## src/rtl/cnt_seq_ctrl.sv

```systemverilog
// cnt_seq_ctrl: prescaled run/pause/done sequencer driving a 4-bit counter's clear and increment-enable
module cnt_seq_ctrl #(
  parameter int PRESCALE = 4,
  parameter int PS_W = 8
) (
  input  logic       CLK,
  input  logic       RST,
  input  logic       start,
  input  logic       pause,
  input  logic       clear,
  input  logic [3:0] target,
  output logic       inc_out,
  output logic       cnt_rst_n,
  output logic [3:0] count_mirror,
  output logic       busy,
  output logic       done,
  output logic [1:0] state
);
  localparam logic [1:0] IDLE  = 2'b00;
  localparam logic [1:0] RUN   = 2'b01;
  localparam logic [1:0] PAUSE = 2'b10;
  localparam logic [1:0] DONE  = 2'b11;
  localparam logic [PS_W-1:0] PS_MAX = PS_W'(PRESCALE - 1);
  logic [PS_W-1:0] ps;
  logic [3:0] tgt_q;
  logic go, act, tick, last;
  assign busy = (state == RUN) || (state == PAUSE);
  assign go   = !clear && start && ((state == IDLE) || (state == DONE));
  assign act  = !clear && busy && !pause;
  assign tick = act && (ps == PS_MAX);
  assign last = tick && ((count_mirror + 4'd1) == tgt_q);
  always_ff @(posedge CLK or posedge RST) begin
    if (RST) begin
      state        <= IDLE;
      ps           <= '0;
      tgt_q        <= '0;
      count_mirror <= '0;
      inc_out      <= 1'b0;
      done         <= 1'b0;
      cnt_rst_n    <= 1'b0;
    end else begin
      cnt_rst_n <= !(clear || go);
      inc_out   <= tick;
      done      <= go ? (target == 4'd0) : last;
      if (clear) begin
        state        <= IDLE;
        ps           <= '0;
        count_mirror <= '0;
      end else if (go) begin
        tgt_q        <= target;
        count_mirror <= '0;
        ps           <= '0;
        state        <= (target == 4'd0) ? DONE : RUN;
      end else if (busy) begin
        state <= pause ? PAUSE : (last ? DONE : RUN);
        if (act) begin
          ps <= tick ? '0 : ps + PS_W'(1);
          if (tick) count_mirror <= count_mirror + 4'd1;
        end
      end
    end
  end
endmodule

```

## config.mk

```make
export PLATFORM = sky130hd
export DESIGN_NAME = cnt_seq_ctrl
export DESIGN_NICKNAME = d
export VERILOG_FILES = /design/src/rtl/cnt_seq_ctrl.sv
export SDC_FILE = /design/constraint.sdc
export NUM_CORES = 1
export LEC_CHECK = 0
export ABC_CLOCK_PERIOD_IN_PS = 5100
export CELL_PAD_IN_SITES_DETAIL_PLACEMENT = 2
export CELL_PAD_IN_SITES_GLOBAL_PLACEMENT = 2
export CORE_UTILIZATION = 30
export CTS_BUF_LIST = sky130_fd_sc_hd__clkbuf_8
export DETAILED_ROUTE_END_ITERATION = 7
export PLACE_DENSITY_LB_ADDON = 0.1
export SYNTH_ARGS = -nofsm -noshare
export SYNTH_HDL_FRONTEND = slang
export SYNTH_SLANG_ARGS = --single-unit
```

## constraint.sdc

```tcl
create_clock -name CLK -period 5.1 [get_ports CLK]
set_input_delay 0.51 -clock CLK [delete_from_list [all_inputs] [get_ports CLK]]
set_output_delay 0.51 -clock CLK [all_outputs]
set_load 0.1 [all_outputs]
```

# [Word level (Yosys, flattened, before mapping)]
# Cells that the tools add are included.
# Widths: inputs -> output; s select.
[classes] addsub=2 n_mul=0 n_div=0 n_lt_le_gt_ge=0 n_eq_ne=5 shift=0 n_mux=17 bitwise_logic=1 reduce_logical=20
[op_table] operator="$mux 8" n=5
[op_table] operator="$mux 4" n=5
[op_table] operator="$mux 2" n=6
[op_table] operator="$reduce_bool 3->1" n=3
[op_table] operator="$add 8x1->8 const B" n=1
[op_table] operator="$eq 8x2->1 const B" n=1
[op_table] operator="$logic_and 1x1->1" n=6
[op_table] operator="$add 4x1->4 const B" n=1
[op_table] operator="$eq 2x2->1 const B" n=2
[op_table] operator="$eq 4x4->1" n=1
[op_table] operator="$logic_not 4->1" n=1
[op_table] operator="$reduce_and 2->1" n=2
[op_table] operator="$logic_not 1->1" n=3
[op_table] operator="$logic_or 1x1->1" n=3
[op_table] operator="$reduce_and 3->1" n=1
[op_table] operator="$eq 2x1->1 const B" n=1
[op_table] operator="$logic_not 2->1" n=1
[op_table] operator="$mux 1" n=1
[op_table] operator="$not 1->1" n=1
[word_totals] reg_bits=21 latchBits=0 ramBits=0 rom_bits=0 out_inout_bits=10 word_cells=52 memories=0

# [Depth between registers and ports, before layout]
# Gate-level depths: netlist of run 1.
[depth] depth_word=11 mapped_depth=6 ltp_nobuf=6

# [Worst setup path before layout of run 1]
# Ideal clock, no wire load.
[synth_timing] kind="register to register" from="register state[1]" to="register ps[7]" setup_time_ns=0.077 t_arrival_ns=2.679 path_slack_ns=2.344 path_stages_with_launch=7 period_less_slack_ns=2.756 path_cell_list="dfrtp_1 > xnor2_2 > inv_2 > mux2i_2 > o211ai_1 > or3_1 > a21oi_1"
[synth_via] elab_chain_len=10 elab_cells_between_ends=18
[synth_rtl] element="start: declaration" line_no="17" source="output logic [1:0] state"
[synth_rtl] element="start signal: assignment" line_no="53" source="state <= (target == 4'd0) ? DONE : RUN;"
[synth_rtl] element="start signal: assignment" line_no="55" source="state <= pause ? PAUSE : (last ? DONE : RUN);"
[synth_rtl] element="$eq 2x1->1 or $eq 2x2->1 (tied branches)" line_no="27" source="assign busy = (state == RUN) || (state == PAUSE);"
[synth_rtl] element="$logic_or 1x1->1 (*)" line_no="27"
[synth_rtl] element="net busy" line_no="15" source="output logic busy,"
[synth_rtl] element="$logic_and 1x1->1 (2 in series)" line_no="29" source="assign act = !clear && busy && !pause;"
[synth_rtl] element="$logic_and 1x1->1" line_no="30" source="assign tick = act && (ps == PS_MAX);"
[synth_rtl] element="$mux 8" line_no="57" source="ps <= tick ? '0 : ps + PS_W'(1);"
[synth_rtl] element="$mux 8" line_no="56" source="if (act) begin"
[synth_rtl] element="$mux 8" line_no="54" source="end else if (busy) begin"
[synth_rtl] element="$mux 8" line_no="49" source="end else if (go) begin"
[synth_rtl] element="$mux 8" line_no="45" source="if (clear) begin"
[synth_rtl] element="end signal: assignment" line_no="57"
[synth_rtl] element="end: declaration" line_no="24" source="logic [PS_W-1:0] ps;"
# Mark *: on every way through the listed nets, which the timed path passes. The rest lies on a longest branch. The select of a mux whose other input is x is not followed.
# A chain may end at the register's enable or synchronous reset.

# [Final worst setup path of run 1]
[layout_timing] from="register state[1]" to="output busy"
[layout_via] elab_chain_len=2 elab_cells_between_ends=3
[layout_rtl] element="$eq 2x1->1 or $eq 2x2->1 (tied branches)" line_no="27"
[layout_rtl] element="$logic_or 1x1->1 (*)" line_no="27"
[layout_rtl] element="end: declaration" line_no="15"
# Every way passes the cells marked *; elsewhere a longest branch is shown, timed or not.

==> results of run 1 <==
[how the worst min path moves through the flow]
stage                         startpoint                    to  slack (ns)  cells after the start
CTS                 tgt_q[1]$_DFFE_PP0P_  tgt_q[1]$_DFFE_PP0P_        0.54                      1
finish              tgt_q[1]$_DFFE_PP0P_  tgt_q[1]$_DFFE_PP0P_        0.54                      1
floorplan                            RST   cnt_rst_n$_DFF_PP0_        0.49                      1
global placement    tgt_q[1]$_DFFE_PP0P_  tgt_q[1]$_DFFE_PP0P_        0.52                      1
detailed placement  tgt_q[1]$_DFFE_PP0P_  tgt_q[1]$_DFFE_PP0P_        0.52                      1
global route        tgt_q[1]$_DFFE_PP0P_  tgt_q[1]$_DFFE_PP0P_        0.55                      1
[area by class of cell]
type | instances | area (µm²) | share of cell area
repair buffers | 18 | 180 | 0.133
inverters | 4 | 15.0 | 0.0111
flip-flops and latches | 21 | 526 | 0.388
clock inverters | 1 | 5.00 | 0.00369
multi-input cells | 73 | 531 | 0.392
clock buffers | 3 | 41.3 | 0.0305
well taps | 46 | 57.6 | 0.0425
[sequential cells by signal, indices dropped and copies added, names as in the netlist]
name          cells
cnt_rst_n         1
count_mirror      4
done              1
inc_out           1
ps                8
state             2
tgt_q             4
[power breakdown]
group	internal, mW	switching, mW	leakage (nW)	total, mW
registers	0.178	0.00972	0.281	0.187
logic	0.0345	0.0565	0.273	0.0910
clock network	0.0544	0.0562	0.0255	0.111
total	0.267	0.123	0.580	0.389
[critical path, cell delays in order (launching register included)]
cell and delay, ns:
dfrtp_1 0.46, xnor2_2 0.22, inv_2 0.12, clkdlybuf4s50_1 1.14
[synthesized netlist by cell type (2+ instances only)]
cell type	count	area share
inv_1	2	0.0070
dfrtp_1	21	0.49
nor2_1	10	0.035
xnor2_1	3	0.024
o21ai_0	5	0.023
ha_1	2	0.023
o21ai_1	2	0.0093
xor2_1	8	0.065
inv_2	2	0.0070
nand3_1	2	0.0093
o2111ai_1	3	0.024
mux2_2	5	0.052
nand2_1	10	0.035
a21oi_1	2	0.0093
nor3_1	2	0.0093
[cells by family after synthesis]
family                     count (synthesis)  synth area share
DFF                                       21             0.489
and+or+nand+nor                           34             0.178
adders and majority gates                  2            0.0233
xor gates and xnor gates                  12             0.105
AOI/OAI and AO/OA                         19             0.122
buffers and inverters                      5            0.0175
muxes                                      6            0.0652
[cell usage in the layout, fill, tap and decap left out, types with 3 or more instances in the layout]
master	netlist	layout
xor2_1	8	8
nor2_1	10	10
clkbuf_8	0	3
nand2_1	10	10
clkdlybuf4s50_1	0	18
mux2_2	5	5
dfrtp_1	21	21
o2111ai_1	3	3
xnor2_1	3	3
o21ai_0	5	5
[through the flow]
stage	cell area, µm²	hold WS (ns)	total power [mW]	std cells	setup WS, ns
floorplan	1070	0.487	0.258	99	2.34
global placement	1310	0.518	0.281	162	2.50
detailed placement	1310	0.523	0.283	162	2.40
CTS	1360	0.542	0.396	166	2.36
global route	1360	0.554	0.407	166	2.31
finish	1360	0.536	0.389	166	2.38
[metal layers]
metal,wire [µm],vias up,global-route usage
met4,38,0,0.0667
met2,1260,12,0.261
met5,0,-,0
met1,1160,410,0.180
li1,-,395,-
met3,48,5,0.0269
==> metrics.txt, run 1 <==
Min-Delay Path Class flip-flop to flip-flop; final worst path period need between 2 and 3 ns; placeable core area between 0.003 and 0.004 mm²; Routed wire per std cell around 15 µm; endpoints failing setup 0; Fillers ~360; die boundary height between 60 and 70 µm; number of antenna-violating nets in the routed design 0; setup TNS 0 ns; Unique masters post-synth 35; EDFF count, synth 0; share of layout cells above drive strength 1 0.167; GP Congestion a little under 0.8; DRC violation count after routing 0; Mean Syn Cell Area about 11 µm²; Rel. slew slack 0.346; Setup crit start state[1]$_DFFE_PP0P_; CP startpoint kind flip-flop; FF-to-FF setup slack about 2.9 ns; ant diodes 0; IO Pins 19; max-slew violations 0; VDD IR max about 0.10 mV; post-CTS setup buffers 0; row count 21; antenna violations before repair 0; # H-tree levels 1; GRT Total Usage 0.150; Total Nets Final approximately 130; Die X 61.9 µm; First-pass DRT Iterations 3; post_cts resized 0; reg2reg path depth 6; worst r2r src ps[0]$_DFFE_PP0P_; first-pass GRT wire length roughly 4.1 mm; Seq cells post-synth 21; Critical Path Fanout Max 6; Clock Skews about 0.0054 ns; GRT Residual Overflow 0; via count about 820; status finished, final reports clean; fmax approximately 370 MHz; critical path required time 4.59 ns; Cell Area, Synth roughly 0.0011 mm²; CP arrival 2.21 ns; sequential fraction of the synthesis area 0.489; Inserted Clock Buffers 3; Die Area roughly 0.0038 mm²; Critical Path End Type output port; port buffer count 18; PD cells between 200 and 300 mW/mm²; Root Buffer clkbuf_8; RSZ-0062 raised after global routing no; Gate Count Post-Synth ~100; Critical R2R Capture count_mirror[2]$_DFFE_PP0P_; CP Class flip-flop to output port; Mapped Nets 110; CTS Hold Bufs 0; Starting Density 0.317; Fin. Hold Viols 0; vias per inst 4.95; CTS max path bufs 2; CTS tree yes; worst setup path end busy; synth warn 0; Least-Margin Pin Slew 0.978 ns; Area Growth Syn to Fin 26.1%; Leak 0.580 nW; Worst-path clk slew 0.08 ns; dpl hpwl 1.97 mm; ys flop type dfrtp_1; final period utilization 0.533; Routed WL about 2.5 mm; total of max-cap violations 0; worst-skew pair later-pin latency roughly 0.26 ns; Clock Sink Count 21; largest net degree at the start of global routing 22; fin util 0.400; vias in the first global route between 800 and 900; ys async rst share 1.00; DR iter-0 viols 32
Note: power is estimated with default switching activity, not from simulation.
==> run 2, diff against run 1 <==
--- a/config.mk
+++ b/config.mk
@@ -5,7 +5,7 @@
 export SDC_FILE = /design/constraint.sdc
 export NUM_CORES = 1
 export LEC_CHECK = 0
-export ABC_CLOCK_PERIOD_IN_PS = 5100
+export ABC_CLOCK_PERIOD_IN_PS = 2500
 export CELL_PAD_IN_SITES_DETAIL_PLACEMENT = 2
 export CELL_PAD_IN_SITES_GLOBAL_PLACEMENT = 2
 export CORE_UTILIZATION = 30
==> constraint.sdc (replaced) <==
create_clock -name CLK -period 2.5 [get_ports CLK]
set_input_delay 0.25 -clock CLK [delete_from_list [all_inputs] [get_ports CLK]]
set_output_delay 0.25 -clock CLK [all_outputs]
set_load 0.1 [all_outputs]
==> run 2 against run 1 <==
Global-route usage up 2.3 points. Sequential cell count unchanged. Routed wire length up 9.5%. Core utilization up 0.22 points. Combinational power up 110%. Via count up 4.6%. Clock skew down 0.0013 ns. Hold slack worse by 0.089 ns. Power up 110%. Non-clock buffer count up 4. Cell count up 2.4%. Critical path type is now flip-flop to flip-flop.
==> metrics.txt, run 2 (same netlist as run 1, synthesis figures left out) <==
max-slew violations 0 (unchanged); Area Growth Syn to Fin 26.8% (was 26.1%); most common cell after layout, fill and taps aside dfrtp_1 (unchanged); vias in the first global route 917 (was 893); vias per inst 5.06 (was 4.95); Critical R2R Capture ps[1]$_DFFE_PP0P_ (was count_mirror[2]$_DFFE_PP0P_); Setup crit start ps[0]$_DFFE_PP0P_ (was state[1]$_DFFE_PP0P_); DRC violation count after routing 0 (unchanged); reg2reg path depth 6 (unchanged); CP arrival 2.21 ns (about the same); worst hold slack 0.448 ns (was 0.536 ns); Inserted Clock Buffers 3 (unchanged); Rel. slew slack 0.450 (was 0.346); GP Congestion 0.760 (was 0.785); largest net degree at the start of global routing 22 (unchanged); via count 860 (was 822); port buffer count 18 (unchanged); Total Nets Final 136 (was 132); IO Pins 19 (unchanged); Sw Ratio 0.318 (was 0.315); die boundary height 61.9 µm (unchanged); final worst setup slack 0.450 ns (was 2.38 ns); CTS Hold Bufs 0 (unchanged); status finished, final reports clean (unchanged); CTS tree yes (unchanged); Regs by FF count ps (8), count_mirror (4), tgt_q (4) (unchanged); Leak 0.616 nW (was 0.580 nW); Root Buffer clkbuf_8 (unchanged); Worst-path clk slew 0.08 ns (about the same); first-pass GRT wire length 4.62 mm (was 4.07 mm); Critical Path Fanout Max 6 (unchanged); # placed instances 166 (was 162); post_cts resized 0 (unchanged); Min-Delay Path Class input pin to async pin (was flip-flop to flip-flop); RSZ-0062 raised after global routing no (unchanged); CP startpoint kind flip-flop (unchanged); P_int 0.547 mW (was 0.267 mW); Routed wire per std cell 16.1 µm (was 15.1 µm); final period utilization 0.820; Die X 61.9 µm (unchanged); Combinational Power Share 0.239 (was 0.234); antenna violations before repair 0 (unchanged); placed inst area 0.00132 mm² (was 0.00131 mm²); worst slack at placement 0.458 ns (was 2.40 ns); VDD IR max 0.338 mV (was 0.105 mV); CP Class flip-flop to flip-flop (was flip-flop to output port); CTS max path bufs 2 (unchanged); Finished Layout Cells 170 (was 166); dpl hpwl 2.13 mm (was 1.97 mm); ant diodes 0 (unchanged); total of max-cap violations 0 (unchanged); row count 21 (unchanged); Critical Path End Type flip-flop (was output port); number of antenna-violating nets in the routed design 0 (unchanged); endpoints failing setup 0 (unchanged); post-CTS setup buffers 0 (unchanged); DR iter-0 viols 1 (was 32); share of layout cells above drive strength 1 0.290 (was 0.167); First-pass DRT Iterations 2 (was 3); GRT Residual Overflow 0 (unchanged); Sw Pwr 0.255 mW (was 0.123 mW); critical path required time 2.66 ns (was 4.59 ns); Clock Sink Count 21 (unchanged); Clock power frac 0.283 (was 0.284); placeable core area 0.00339 mm² (unchanged); Starting Density 0.317 (unchanged); Fin. Hold Viols 0 (unchanged); Clock Skews 0.00411 ns (was 0.00543 ns); Routed WL 2.74 mm (was 2.51 mm); FF-to-FF setup slack 0.45 ns (was 2.88 ns); max reg flops 8 (unchanged); worst-skew pair later-pin latency 0.26 ns (about the same); Least-Margin Pin Slew 0.823 ns (was 0.978 ns); fin area 0.00136 mm² (about the same); PD cells 589 mW/mm² (was 287 mW/mm²); Die Area 0.00383 mm² (unchanged); Fillers 378 (was 359); most frequent cells in the layout dfrtp_1 (19), buf_4 (14), nand2_1 (10), nor2_1 (10) (was dfrtp_1 (21), clkdlybuf4s50_1 (18), nand2_1 (10), nor2_1 (10), xor2_1 (8)); setup TNS 0 ns (unchanged); final worst path period need ~2.0 ns; GRT Total Usage 0.172 (was 0.150); fmax between 400 and 500 MHz; worst r2r src ps[0]$_DFFE_PP0P_ (unchanged); largest register by flop count ps (unchanged); Flop pwr share 0.478 (was 0.482); # H-tree levels 1 (unchanged)
-- run 2: power groups by stage --
stage          clock network, mW  registers, mW  logic, mW
6_report                   0.227          0.383      0.192
5_1_grt                    0.250          0.387      0.207
4_1_cts                    0.236          0.384      0.195
3_5_place_dp                   0          0.391      0.194
3_3_place_gp                   0          0.389      0.191
2_1_floorplan                  0          0.419      0.107
-- run 2: how the worst max path moves through the flow --
stage	depth (start not counted)	slack [ns]	to
floorplan	6	0.09	ps[7]$_DFFE_PP0P_
global placement	6	0.50	ps[1]$_DFFE_PP0P_
detailed placement	6	0.46	ps[1]$_DFFE_PP0P_
CTS	6	0.44	ps[1]$_DFFE_PP0P_
global route	6	0.35	ps[1]$_DFFE_PP0P_
finish	6	0.45	ps[1]$_DFFE_PP0P_
-- run 2: routing by layer --
metal	part of all wire	GRT usage
met5	0	0
met4	0.016	0.0667
met3	0.021	0.0248
met2	0.52	0.290
met1	0.45	0.224
-- run 2: per-stage QoR --
step / total power, mW / util
final: 0.802 / 0.402
after global routing: 0.844 / 0.402
after CTS: 0.815 / 0.402
after detailed placement: 0.585 / 0.388
after global placement: 0.580 / 0.388
after floorplan: 0.526 / -
-- run 2: cell type report --
class,count,area [µm²],area share
sequential,21,528,0.388
timing repair buffer,22,185,0.136
multi-input combinational,73,531,0.389
clock inverter,1,5.00,0.00367
clock buffer,3,41.3,0.0303
tap,46,57.6,0.0422
inverter,4,15.0,0.0110
-- run 2: worst max-delay path, cell delays in order, from the launching register on --
cell	delay [ns]
dfrtp_1	0.43
ha_1	0.23
or4b_4	0.49
nor4_4	0.28
buf_4	0.19
nor2b_2	0.07
a32o_1	0.26
==> run 3, diff against run 2 <==
--- a/config.mk
+++ b/config.mk
@@ -5,7 +5,7 @@
 export SDC_FILE = /design/constraint.sdc
 export NUM_CORES = 1
 export LEC_CHECK = 0
-export ABC_CLOCK_PERIOD_IN_PS = 2500
+export ABC_CLOCK_PERIOD_IN_PS = 2100
 export CELL_PAD_IN_SITES_DETAIL_PLACEMENT = 2
 export CELL_PAD_IN_SITES_GLOBAL_PLACEMENT = 2
 export CORE_UTILIZATION = 30
==> constraint.sdc (replaced) <==
create_clock -name CLK -period 2.1 [get_ports CLK]
set_input_delay 0.21 -clock CLK [delete_from_list [all_inputs] [get_ports CLK]]
set_output_delay 0.21 -clock CLK [all_outputs]
set_load 0.1 [all_outputs]
==> run 3 against run 2 <==
Sequential share of layout area shrank 1.9 points. Global-route usage rose by 0.47 points. Sequential power increased by 20%. Largest cell class unchanged. First-iteration DRC count grew to 4.0 times the previous value. Critical endpoint is now count_mirror[2]$_DFFE_PP0P_.
==> metrics.txt, run 3 (same netlist as run 1, synthesis figures left out) <==
CTS tree yes (unchanged); fin area 0.00145 mm² (was 0.00136 mm²); DRC violation count after routing 0 (unchanged); post_cts resized 0 (unchanged); max reg flops 8 (unchanged); total power draw 1.01 mW (was 0.802 mW); via count 850 (was 860); Min-Delay Path Class input pin to async pin (unchanged); status finished, final reports clean (unchanged); RSZ-0062 raised after global routing no (unchanged); die boundary height 61.9 µm (unchanged); Clock Sink Count 21 (unchanged); Inserted Clock Buffers 3 (unchanged); endpoints failing setup 0 (unchanged); First-pass DRT Iterations 3 (was 2); VDD IR max 0.312 mV (was 0.338 mV); port buffer count 18 (unchanged); CP Class flip-flop to flip-flop (unchanged); placeable core area 0.00339 mm² (unchanged); CTS Hold Bufs 0 (unchanged); DR iter-0 viols 4 (was 1); worst-skew pair later-pin latency 0.27 ns (was 0.26 ns); Root Buffer clkbuf_8 (unchanged); CP max stage cell or4b_4 (unchanged); share of layout cells above drive strength 1 0.318 (was 0.290); largest net degree at the start of global routing 16 (was 22); Worst-path clk slew 0.09 ns (was 0.08 ns); post-CTS setup buffers 0 (unchanged); critical path required time 2.32 ns (was 2.66 ns); Critical Path Fanout Max 5 (was 6); final period utilization 0.916 (was 0.820); dpl hpwl 2.31 mm (was 2.13 mm); setup TNS 0 ns (unchanged); Regs by FF count ps (8), count_mirror (4), tgt_q (4) (unchanged); FF-to-FF setup slack 0.18 ns (was 0.45 ns); Routed wire per std cell 16.5 µm (was 16.1 µm); vias per inst 4.86 (was 5.06); Rel. slew slack 0.610 (was 0.450); GRT Residual Overflow 0 (unchanged); Die Area 0.00383 mm² (unchanged); Total Nets Final 141 (was 136); Routed WL 2.89 mm (was 2.74 mm); Area Growth Syn to Fin 34.5% (was 26.8%); CP arrival 2.14 ns (was 2.21 ns); GP Congestion 0.743 (was 0.760); Critical Path End Type flip-flop (unchanged); antenna violations before repair 0 (unchanged); ant diodes 0 (unchanged); largest register by flop count ps (unchanged); row count 21 (unchanged); GRT Total Usage 0.177 (was 0.172); CTS max path bufs 2 (unchanged); final worst path period need 1.92 ns (was 2.05 ns); Starting Density 0.317 (unchanged); first-pass GRT wire length 4.73 mm (was 4.62 mm); Fillers 365 (was 378); most frequent cells in the layout dfrtp_1 (19), buf_4 (18), nand2_1 (10), nor2_1 (10) (was dfrtp_1 (19), buf_4 (14), nand2_1 (10), nor2_1 (10)); placed inst area 0.00140 mm² (was 0.00132 mm²); Fin. Hold Viols 0 (unchanged); worst r2r src ps[1]$_DFFE_PP0P_ (was ps[0]$_DFFE_PP0P_); number of antenna-violating nets in the routed design 0 (unchanged); CP peak stage delay 0.48 ns (was 0.49 ns); worst slack at placement 0.153 ns (was 0.458 ns); reg2reg path depth 7 (was 6); most common cell after layout, fill and taps aside dfrtp_1 (unchanged); Least-Margin Pin Slew 0.584 ns (was 0.823 ns); fmax 520 MHz (was 488 MHz); Leak 0.648 nW (was 0.616 nW); vias in the first global route 995 (was 917); IO Pins 19 (unchanged); CP startpoint kind flip-flop (unchanged); max-slew violations 0 (unchanged); # H-tree levels 1 (unchanged); Die X 61.9 µm (unchanged); final worst setup slack 0.176 ns (was 0.450 ns); Clock Skews 0.00773 ns (was 0.00411 ns); Top delay family on crit path simple AND/OR/NAND/NOR gates (unchanged); CP cell instances ha_1, or4b_4, nor4_4, buf_4, inv_2, o21ai_2, a21o_1 (was ha_1, or4b_4, nor4_4, buf_4, nor2b_2, a32o_1); Critical R2R Capture count_mirror[2]$_DFFE_PP0P_ (was ps[1]$_DFFE_PP0P_); Worst Path Buf+Inv 2 (was 1); PD cells 696 mW/mm² (was 589 mW/mm²); total of max-cap violations 0 (unchanged)
[run 3: power by group]
group / leakage, nW / internal [mW] / switching, mW / total, mW
registers: 0.278 / 0.434 / 0.0272 / 0.461
clock network: 0.0255 / 0.133 / 0.147 / 0.280
logic: 0.345 / 0.110 / 0.155 / 0.265
total: 0.648 / 0.676 / 0.330 / 1.01
[run 3: worst reg2reg max path, stage by stage (launching register included)]
cell and delay (ns):
dfrtp_1 0.39, ha_1 0.19, or4b_4 0.48, nor4_4 0.33, buf_4 0.21, inv_2 0.06, o21ai_2 0.10, a21o_1 0.12
[run 3: worst max path at each step]
stage | slack (ns) | endpoint | cells after the start | from
after global placement | 0.19 | count_mirror[2]$_DFFE_PP0P_ | 7 | clear
after global routing | 0.08 | count_mirror[2]$_DFFE_PP0P_ | 7 | ps[1]$_DFFE_PP0P_
after detailed placement | 0.15 | count_mirror[2]$_DFFE_PP0P_ | 7 | clear
final | 0.18 | count_mirror[2]$_DFFE_PP0P_ | 7 | ps[1]$_DFFE_PP0P_
after floorplan | 0.04 | ps[7]$_DFFE_PP0P_ | 6 | state[0]$_DFFE_PP0P_
after CTS | 0.16 | count_mirror[2]$_DFFE_PP0P_ | 7 | ps[1]$_DFFE_PP0P_
[run 3: stage by stage]
step / hold slack, ns / instances / utilization
after floorplan: 0.187 / 99 / -
after global placement: 0.522 / 171 / 0.413
after detailed placement: 0.532 / 171 / 0.413
after CTS: 0.312 / 175 / 0.426
after global routing: 0.342 / 175 / 0.426
final: 0.294 / 175 / 0.426
[run 3: cell type report]
type                            instances  area [µm²]  share of cell area
Clock inverter                          1        5.00             0.00346
Inverter                                4        22.5              0.0156
Tap cell                               46        57.6              0.0398
Clock buffer                            3        41.3              0.0286
Timing Repair Buffer                   27         235               0.163
Sequential cell                        21         533               0.369
Multi-Input combinational cell         73         551               0.381
[run 3: metal layers]
layer | part of all wire | global-route usage | wire length, µm
met3 | 0.027 | 0.0248 | 77
met5 | 0 | 0 | 0
met2 | 0.52 | 0.313 | 1490
met4 | 0.012 | 0.0571 | 36
met1 | 0.44 | 0.222 | 1290
